<file path="src/rtl/hpdcache_sram_arb_pkg.sv">
// Shared types for the HPDcache SRAM port arbiter: FSM state encoding and
// the index-width helper used by the round-robin arbiter.
package hpdcache_sram_arb_pkg;

  typedef enum logic {
    ARB  = 1'b0,
    INIT = 1'b1
  } arb_state_e;

  // Index width for an N-way selector; a single requester still needs one bit.
  function automatic int unsigned idx_width(input int unsigned n);
    return (n > 32'd1) ? $clog2(n) : 32'd1;
  endfunction

endpackage

</file>
<file path="src/rtl/hpdcache_rr_arbiter.sv">
// Per-cycle round-robin arbiter: picks the first request at or after the
// rotating pointer, and moves the pointer past the winner on every grant.
module hpdcache_rr_arbiter
  import hpdcache_sram_arb_pkg::*;
#(
  parameter int unsigned N = 2,
  localparam int unsigned IW = idx_width(N)
) (
  input  logic          clk,
  input  logic          rst_n,
  input  logic [N-1:0]  req,
  input  logic          en,
  output logic [N-1:0]  gnt,
  output logic [IW-1:0] gnt_idx
);

  logic [IW-1:0] ptr_r;
  logic [IW-1:0] ptr_n_s;
  logic [IW-1:0] lo_idx_s;
  logic [IW-1:0] hi_idx_s;
  logic          lo_any_s;
  logic          hi_any_s;
  logic          any_s;

  // Grant selection: lowest request at/after the pointer, else lowest overall (wrap).
  always_comb begin
    lo_any_s = 1'b0;
    lo_idx_s = {IW{1'b0}};
    hi_any_s = 1'b0;
    hi_idx_s = {IW{1'b0}};
    for (int k = N - 1; k >= 0; k--) begin
      lo_any_s = lo_any_s | req[k];
      lo_idx_s = req[k] ? IW'(k) : lo_idx_s;
      hi_any_s = hi_any_s | (req[k] & (k >= int'(ptr_r)));
      hi_idx_s = (req[k] && (k >= int'(ptr_r))) ? IW'(k) : hi_idx_s;
    end
    any_s   = en & lo_any_s;
    gnt_idx = hi_any_s ? hi_idx_s : lo_idx_s;
    for (int k = 0; k < N; k++) begin
      gnt[k] = any_s & (gnt_idx == IW'(k));
    end
    if (any_s) begin
      ptr_n_s = (gnt_idx == IW'(N - 1)) ? {IW{1'b0}} : gnt_idx + IW'(1);
    end else begin
      ptr_n_s = ptr_r;
    end
  end

  // Rotating priority pointer.
  always_ff @(posedge clk or negedge rst_n) begin
    if (!rst_n) begin
      ptr_r <= {IW{1'b0}};
    end else begin
      ptr_r <= ptr_n_s;
    end
  end

endmodule

</file>
<file path="src/rtl/hpdcache_sram_arbiter.sv">
// Shares one single-port cache SRAM between NREQ requesters with round-robin
// arbitration and a zero-fill sweep. Define HPDCACHE_SRAM_ARB_INIT_ON_RESET_EN
// to start the sweep automatically when reset is released.
module hpdcache_sram_arbiter
  import hpdcache_sram_arb_pkg::*;
#(
  parameter int unsigned NREQ      = 2,
  parameter int unsigned ADDR_SIZE = 8,
  parameter int unsigned DATA_SIZE = 64,
  parameter int unsigned DEPTH     = 2**ADDR_SIZE
) (
  input  logic                      clk,
  input  logic                      rst_n,
  input  logic                      init_i,
  output logic                      init_busy_o,
  input  logic [NREQ-1:0]           req_valid_i,
  output logic [NREQ-1:0]           req_ready_o,
  input  logic [NREQ-1:0]           req_we_i,
  input  logic [NREQ*ADDR_SIZE-1:0] req_addr_i,
  input  logic [NREQ*DATA_SIZE-1:0] req_wdata_i,
  output logic [NREQ-1:0]           rsp_valid_o,
  output logic [DATA_SIZE-1:0]      rsp_rdata_o,
  output logic                      sram_cs_o,
  output logic                      sram_we_o,
  output logic [ADDR_SIZE-1:0]      sram_addr_o,
  output logic [DATA_SIZE-1:0]      sram_wdata_o,
  input  logic [DATA_SIZE-1:0]      sram_rdata_i
);

  localparam int unsigned IW = idx_width(NREQ);
  // One extra bit so a full 2**ADDR_SIZE sweep reaches its last index without wrapping.
  localparam int unsigned CW = ADDR_SIZE + 1;
  localparam logic [CW-1:0] LAST_ADDR = CW'(DEPTH - 1);

`ifdef HPDCACHE_SRAM_ARB_INIT_ON_RESET_EN
  localparam arb_state_e RST_STATE = INIT;
`else
  localparam arb_state_e RST_STATE = ARB;
`endif

  arb_state_e      state_r;
  arb_state_e      state_n_s;
  logic [CW-1:0]   cnt_r;
  logic [CW-1:0]   cnt_n_s;
  logic [NREQ-1:0] gnt_s;
  logic [IW-1:0]   gnt_idx_s;
  logic            arb_en_s;
  logic            win_we_s;
  logic [NREQ-1:0] rsp_valid_r;

  // Requests are only served in ARB and never while reset is asserted.
  assign arb_en_s = rst_n & (state_r == ARB);

  hpdcache_rr_arbiter #(
    .N (NREQ)
  ) u_rr_arbiter (
    .clk     (clk),
    .rst_n   (rst_n),
    .req     (req_valid_i),
    .en      (arb_en_s),
    .gnt     (gnt_s),
    .gnt_idx (gnt_idx_s)
  );

  assign win_we_s    = req_we_i[gnt_idx_s];
  assign req_ready_o = gnt_s;
  assign init_busy_o = (state_r == INIT);
  assign rsp_valid_o = rsp_valid_r;
  assign rsp_rdata_o = sram_rdata_i;

  // Next-state and sweep-counter logic.
  always_comb begin
    state_n_s = state_r;
    cnt_n_s   = cnt_r;
    case (state_r)
      ARB: begin
        if (init_i) begin
          state_n_s = INIT;
          cnt_n_s   = {CW{1'b0}};
        end else begin
          state_n_s = ARB;
          cnt_n_s   = cnt_r;
        end
      end
      INIT: begin
        if (cnt_r == LAST_ADDR) begin
          state_n_s = ARB;
          cnt_n_s   = {CW{1'b0}};
        end else begin
          state_n_s = INIT;
          cnt_n_s   = cnt_r + CW'(1);
        end
      end
      default: begin
        state_n_s = ARB;
        cnt_n_s   = {CW{1'b0}};
      end
    endcase
  end

  // SRAM port mux: the sweep owns the port in INIT, the arbiter winner in ARB.
  always_comb begin
    sram_cs_o    = 1'b0;
    sram_we_o    = 1'b0;
    sram_addr_o  = {ADDR_SIZE{1'b0}};
    sram_wdata_o = {DATA_SIZE{1'b0}};
    case (state_r)
      ARB: begin
        if (|gnt_s) begin
          sram_cs_o    = 1'b1;
          sram_we_o    = win_we_s;
          sram_addr_o  = req_addr_i[gnt_idx_s*ADDR_SIZE +: ADDR_SIZE];
          sram_wdata_o = req_wdata_i[gnt_idx_s*DATA_SIZE +: DATA_SIZE];
        end else begin
          sram_cs_o    = 1'b0;
        end
      end
      INIT: begin
        sram_cs_o    = rst_n;
        sram_we_o    = 1'b1;
        sram_addr_o  = cnt_r[ADDR_SIZE-1:0];
        sram_wdata_o = {DATA_SIZE{1'b0}};
      end
      default: begin
        sram_cs_o    = 1'b0;
      end
    endcase
  end

  // State, sweep counter and one-cycle-delayed read-grant flags.
  always_ff @(posedge clk or negedge rst_n) begin
    if (!rst_n) begin
      state_r     <= RST_STATE;
      cnt_r       <= {CW{1'b0}};
      rsp_valid_r <= {NREQ{1'b0}};
    end else begin
      state_r     <= state_n_s;
      cnt_r       <= cnt_n_s;
      rsp_valid_r <= gnt_s & {NREQ{~win_we_s}};
    end
  end

endmodule

</file>
<file path="config.mk">
export PLATFORM = sky130hd
export DESIGN_NAME = hpdcache_sram_arbiter
export DESIGN_NICKNAME = d
export VERILOG_FILES = /design/src/rtl/hpdcache_sram_arb_pkg.sv /design/src/rtl/hpdcache_rr_arbiter.sv /design/src/rtl/hpdcache_sram_arbiter.sv
export SDC_FILE = /design/constraint.sdc
export NUM_CORES = 1
export LEC_CHECK = 0
export ABC_CLOCK_PERIOD_IN_PS = 2900
export BUFFER_PORTS_ARGS = -buffer_cell sky130_fd_sc_hd__clkbuf_2
export CORE_AREA = 5 5 137 139
export DETAILED_ROUTE_END_ITERATION = 10
export DIE_AREA = 0 0 142 144
export PLACE_DENSITY_LB_ADDON = 0.08
export SKIP_LAST_GASP = 1
export SLEW_MARGIN = 30
export SYNTH_ARGS = -nofsm -noshare
export SYNTH_HDL_FRONTEND = slang
export SYNTH_HIERARCHICAL = 1
export SYNTH_SLANG_ARGS = --single-unit
</file>
<file path="constraint.sdc">
create_clock -name clk -period 2.9 [get_ports clk]
set_clock_uncertainty 0.1 [all_clocks]
set_input_delay 0.58 -clock clk [delete_from_list [all_inputs] [get_ports clk]]
set_output_delay 0.58 -clock clk [all_outputs]
set_load 0.005 [all_outputs]
</file>
After elaboration in Yosys (flattened, before gate mapping)
Index checks and enable logic that the tools add are counted.
{"block": "classes", "n_addsub": 2, "order_cmp": 2, "eq_ne": 2, "n_shift": 2, "mux": 21, "n_bitwise": 11, "reduce_logical": 2}
{"operator": "64-bit case mux with 2 select lines", "count": 1}
{"operator": "128-bit by 8-bit variable part select with 64-bit output", "count": 1}
{"operator": "64-bit 2-to-1 mux", "count": 1}
{"operator": "9-bit 2-to-1 mux", "count": 2}
{"operator": "9-bit case mux with 2 select lines", "count": 1}
{"operator": "8-bit case mux with 2 select lines", "count": 1}
{"operator": "16-bit by 5-bit variable part select with 8-bit output", "count": 1}
{"operator": "1-bit 2-to-1 mux", "count": 11}
{"operator": "9-bit by 1-bit adder with 9-bit output, second input constant", "count": 1}
{"operator": "9-bit by 8-bit equality test with 1-bit output, second input constant", "count": 1}
{"operator": "8-bit 2-to-1 mux", "count": 1}
{"operator": "1-bit case mux with 2 select lines", "count": 3}
{"operator": "1-bit bitwise AND", "count": 5}
{"operator": "1-bit NOT", "count": 3}
{"operator": "2-bit bitwise AND", "count": 1}
{"operator": "1-bit by 2-bit less-than comparator with 1-bit output, second input constant", "count": 1}
{"operator": "2-bit inequality test, second input constant", "count": 1}
{"operator": "1-bit OR", "count": 2}
{"operator": "2-bit OR reduction", "count": 1}
{"operator": "1-bit adder, second input constant", "count": 1}
{"operator": "1-bit greater-or-equal comparator, first input constant", "count": 1}
{"operator": "1-bit logical AND", "count": 1}
{"block": "totals", "regBits": 13, "out_inout_bits": 143, "wordCells": 46}

Depth between registers and ports, before layout
{"block": "logic_depth", "depth_word": 9, "mapped_depth": 10}

By module
Netlist, hierarchy kept.
{"mod": "hpdcache_sram_arbiter", "instances": 1, "cells_per_inst": 302, "area_per_inst_um2": 2314.7, "seq_area_each_um2": 300.3}
{"mod": "hpdcache_rr_arbiter", "instances": 1, "cells_per_inst": 8, "area_per_inst_um2": 63.8, "seq_area_each_um2": 25.0}

Least setup slack after synthesis
No wires, ideal clock.
{"block": "synth_path", "kind": "register to output", "startpoint": "register state_r (netlist: init_busy_o)", "endpoint": "output sram_addr_o[2]", "arrival_ps": 1823, "t_required_ps": 2220, "path_slack_ps": 397, "stages_incl_launch_ff": 11, "n_path_buf": 4, "path_cell_list": "dfrtp_1 -> buf_6 -> buf_2 -> nor2b_1 -> nand2_1 -> a21oi_1 -> nor2_1 -> or2_1 -> buf_6 -> buf_6 -> o21ai_2"}
{"block": "synth_via", "elab_chain_cells": 7}
{"item": "start, declared", "line": "hpdcache_sram_arbiter.sv:41", "text": "arb_state_e state_r;"}
{"item": "start signal, assigned", "line": "hpdcache_sram_arbiter.sv:137", "text": "state_r <= state_n_s;"}
{"item": "1-bit NOT"}
{"item": "1-bit bitwise AND", "line": "hpdcache_sram_arbiter.sv:52", "text": "assign arb_en_s = rst_n & (state_r == ARB);"}
{"item": "via arb_en_s", "line": "hpdcache_sram_arbiter.sv:47", "text": "logic arb_en_s;"}
{"item": "1-bit bitwise AND", "line": "hpdcache_rr_arbiter.sv:37", "text": "any_s = en & lo_any_s;"}
{"item": "1-bit bitwise AND", "line": "hpdcache_rr_arbiter.sv:40", "text": "gnt[k] = any_s & (gnt_idx == IW'(k));"}
{"item": "via req_ready_o[0]", "line": "hpdcache_sram_arbiter.sv:17", "text": "output logic [NREQ-1:0] req_ready_o,"}
{"item": "2-bit OR reduction", "line": "hpdcache_sram_arbiter.sv:109", "text": "if (|gnt_s) begin"}
{"item": "8-bit 2-to-1 mux", "line": "hpdcache_sram_arbiter.sv:109"}
{"item": "8-bit case mux with 2 select lines", "line": "hpdcache_sram_arbiter.sv:107", "text": "case (state_r)"}
{"item": "end, declared", "line": "hpdcache_sram_arbiter.sv:25", "text": "output logic [ADDR_SIZE-1:0] sram_addr_o,"}
The timed path passes the listed nets, and every way through them passes these cells.

Worst setup path in the final report
{"block": "layout_path", "startpoint": "input rst_n", "endpoint": "output sram_wdata_o[37]"}
{"block": "layout_via", "elab_chain_cells": 6}
{"item": "start, declared", "line": "hpdcache_sram_arbiter.sv:13", "text": "input logic rst_n,"}
{"item": "1-bit bitwise AND *", "line": "hpdcache_sram_arbiter.sv:52"}
{"item": "via arb_en_s", "line": "hpdcache_sram_arbiter.sv:47"}
{"item": "1-bit bitwise AND *", "line": "hpdcache_rr_arbiter.sv:37"}
{"item": "1-bit bitwise AND", "line": "hpdcache_rr_arbiter.sv:40"}
{"item": "2-bit OR reduction *", "line": "hpdcache_sram_arbiter.sv:109"}
{"item": "64-bit 2-to-1 mux *", "line": "hpdcache_sram_arbiter.sv:109"}
{"item": "64-bit case mux with 2 select lines *", "line": "hpdcache_sram_arbiter.sv:107"}
{"item": "end, declared", "line": "hpdcache_sram_arbiter.sv:26", "text": "output logic [DATA_SIZE-1:0] sram_wdata_o,"}
The timed path passes the listed nets; every way through them passes the cells marked *.

==> reports/qor.yml <==
floorplanning:
  start_util: 0.136
  die_h_um: 144
  dieArea_sq_um: 20400
  die_w_um: 142
  placementRows: 49
  fp.coreArea_sq_um: 17500
  pin_count: 358
logic_synthesis:
  synth.area.mux_share: 0.311
  synthTopCellsByArea: "mux2i_1 (31%), buf_4 (21%), dfrtp_1 (14%)"
  synth-xor-area-share: 0
  ys_seq_area_frac: 0.137
  synth_compound_area_frac: 0.0857
  async_flop_share: 1.00
  synth_cell_types: 31
  synth_area_leader_cell: "mux2i_1"
  yosys.area_share.simple: 0.187
  synth_adder_area_share: 0.00526
  synth-seq-cells: 13
  synth_flop_cell: "dfrtp_1"
  synth_nets: 526
  synth_edf_count: 0
  synth_area_sq_um: 2380
  synth_top_family_by_area: "multiplexers"
  yosys_warnings: 6
  syn_inst: 310
  avgSynthCellArea_sq_um: 7.67
  yosysTopAreaCellShare: 0.311
clock_network:
  post_cts_buffers: 0
  insertion_delay_ns: 0.24
  root_buffer: "clkbuf_16"
  cts_sinks: 13
  h-tree-depth: 1
  clk_pin_slew_ns: 0.05
  numCtsBuffers: 3
  cts_tree: "yes"
  clock_path_buffers: 2
sta:
  grt_setup_unrepaired: "false"
  max_freq_mhz: 372
  setup_viol: 0
  finalWorstSetupSlack_ns: 0.212
  final-max-slew-violation-count: 0
  tightest_slew_ns: 0.616
  fin_crit_sh: 0.927
  finalHoldViolCount: 0
  fin_setup_tns_ns: 0
  slew_headroom: 0.588
  period_needed_ns: 2.69
placement:
  io_buffers: 229
  hpwl_um: 8990
  place_inst: 691
  post-place-ws_ns: 0.00569
  routabilityCongestion: 0.781
worst_setup_path:
  slowest_delay_ns: 0.36
  cp_max_fo: 46
  required_ns: 2.22
  cp_top_family: "simple AND/OR/NAND/NOR gates"
  start_kind: "input port"
  path_cells: "clkbuf_2 -> nor2b_4 -> nand2_1 -> a21oi_2 -> nor2_1 -> or2_2 -> buf_12 -> nor2_1 -> clkbuf_2"
  end_kind: "output port"
  cp.buffers_inverters: 3
  criticalPathCategory: "in -> out"
  slowest_stage: "or2_2"
  arrival_ns: 2.01
final_layout:
  syn2layout_area_growth_pct: 41.7
  layout-drive-gt1-share: 0.536
  n_fill_cell: 2046
  mostFrequentLayoutCells: "clkbuf_2 (229), mux2i_1 (74), nor2_1 (67), nand2_1 (15), dfrtp_1 (13)"
  nets: 683
  final_common_cell: "clkbuf_2"
  insertedDiodeCount: 0
  finalNonFillerCells: 695
route:
  vias: 2572
  wirelength_um: 10400
  firstDrtPassIters: 4
  drtIter0Drc: 58
  wl_per_cell_um: 15.0
  drc: 0
  antenna_left: 0
  via_per_inst: 3.70
grt:
  grt_max_degree: 47
  grtUsageTotal: 0.0909
  overflow: 0
  grt_first_pass_wirelength_um: 15000
  grt_pass1_vias: 2590
  antenna_found_initial: 0
job:
  max_cap_violations: 0
pwr:
  leakagePower_uw: 0.00185
  fin_total_pwr_uw: 1160
  pwr_density_cell_nw_per_um2: 344
  ir_drop_mv: 0.179
hold_path:
  hold_path.class: "in -> async"
run_status:
  status: "finished clean"
-- logic make-up after synthesis --
| kind of cell | count (synthesis) |
|---|---|
| AO/OA/AOI/OAI | 31 |
| adder cells (fa/ha/maj) | 1 |
| buffers and inverters | 87 |
| flip-flops | 13 |
| multiplexers | 74 |
| AND/OR/NAND/NOR | 104 |
-- per-layer routing --
metal / track usage / up-vias / routed length, um / part of all wire
li1: - / 1295 / - / -
met1: 0.0977 / 1134 / 3720 / 0.36
met2: 0.178 / 125 / 5790 / 0.56
met3: 0.0235 / 18 / 766 / 0.074
met4: 0.0192 / 0 / 129 / 0.012
met5: 0 / - / 0 / 0
-- flip-flops by register name, indices dropped and copies added (netlist names) --
name                count
cnt_r                   9
rsp_valid_o             2
init_busy_o             1
u_rr_arbiter/ptr_r      1
-- metrics by stage --
step	hold WS, ns	util	area, sq um
global route	0.245	0.192	3370
global placement	0.402	0.187	3280
floorplan	0.184	-	2380
CTS	0.224	0.192	3360
finish	0.215	0.192	3370
detailed placement	0.396	0.187	3280
-- cells in the mapped netlist (all sizes together), types with 2 or more instances --
| cell | number |
|---|---|
| nor2 | 67 |
| nand2 | 15 |
| nand4 | 3 |
| o21ai | 14 |
| nor2b | 5 |
| dfrtp | 13 |
| clkbuf | 2 |
| nand3 | 4 |
| inv | 2 |
| buf | 83 |
| and2 | 3 |
| a21oi | 6 |
| o21a | 2 |
| a31oi | 2 |
| and3 | 3 |
| mux2i | 74 |
-- area by class of cell --
cell class | instances | area, sq um | area share
Multi-Input combinational cell | 210 | 1420 | 0.420
Tap cell | 229 | 287 | 0.0850
Inverter | 2 | 7.51 | 0.00223
Clock buffer | 4 | 78.8 | 0.0234
Timing Repair Buffer | 237 | 1260 | 0.373
Sequential cell | 13 | 325 | 0.0965
-- worst paths after layout --
| check | start | endpoint | slack [ns] | depth (start not counted) |
|---|---|---|---|---|
| setup reg to reg | cnt_r[0] | cnt_r[5] | 1.21 | 4 |
| hold reg to reg | cnt_r[8] | cnt_r[8] | 0.42 | 1 |
| setup / recovery | rst_n | sram_wdata_o[37] | 0.21 | 9 |
| hold / removal | rst_n | cnt_r[8] | 0.21 | 2 |
| max in group asynchronous | rst_n | cnt_r[0] | 2.30 | 2 |
| min in group clk | cnt_r[8] | cnt_r[8] | 0.42 | 1 |
-- worst reg2reg max path, stage by stage (launching register included) --
cell and delay [ns]:
dfrtp_1 0.43, ha_1 0.39, nand4b_1 0.20, o21ai_0 0.29, a311oi_1 0.15
-- power breakdown --
group	total [uW]	internal, uW	leakage [uW]	switching, uW
registers	337	241	0.000159	95.3
clock network	268	186	0.0000382	81.9
logic	554	286	0.00165	269
-- repair_timing --
action,4_1_cts,5_1_grt
endpoints found under the setup margin,1,69
gates resized for setup,1,2
pin swaps,0,0
hold buffers,0,0
gates cloned,0,0
hold endpoints to repair,0,0
Power figures use the tool's default switching activity.
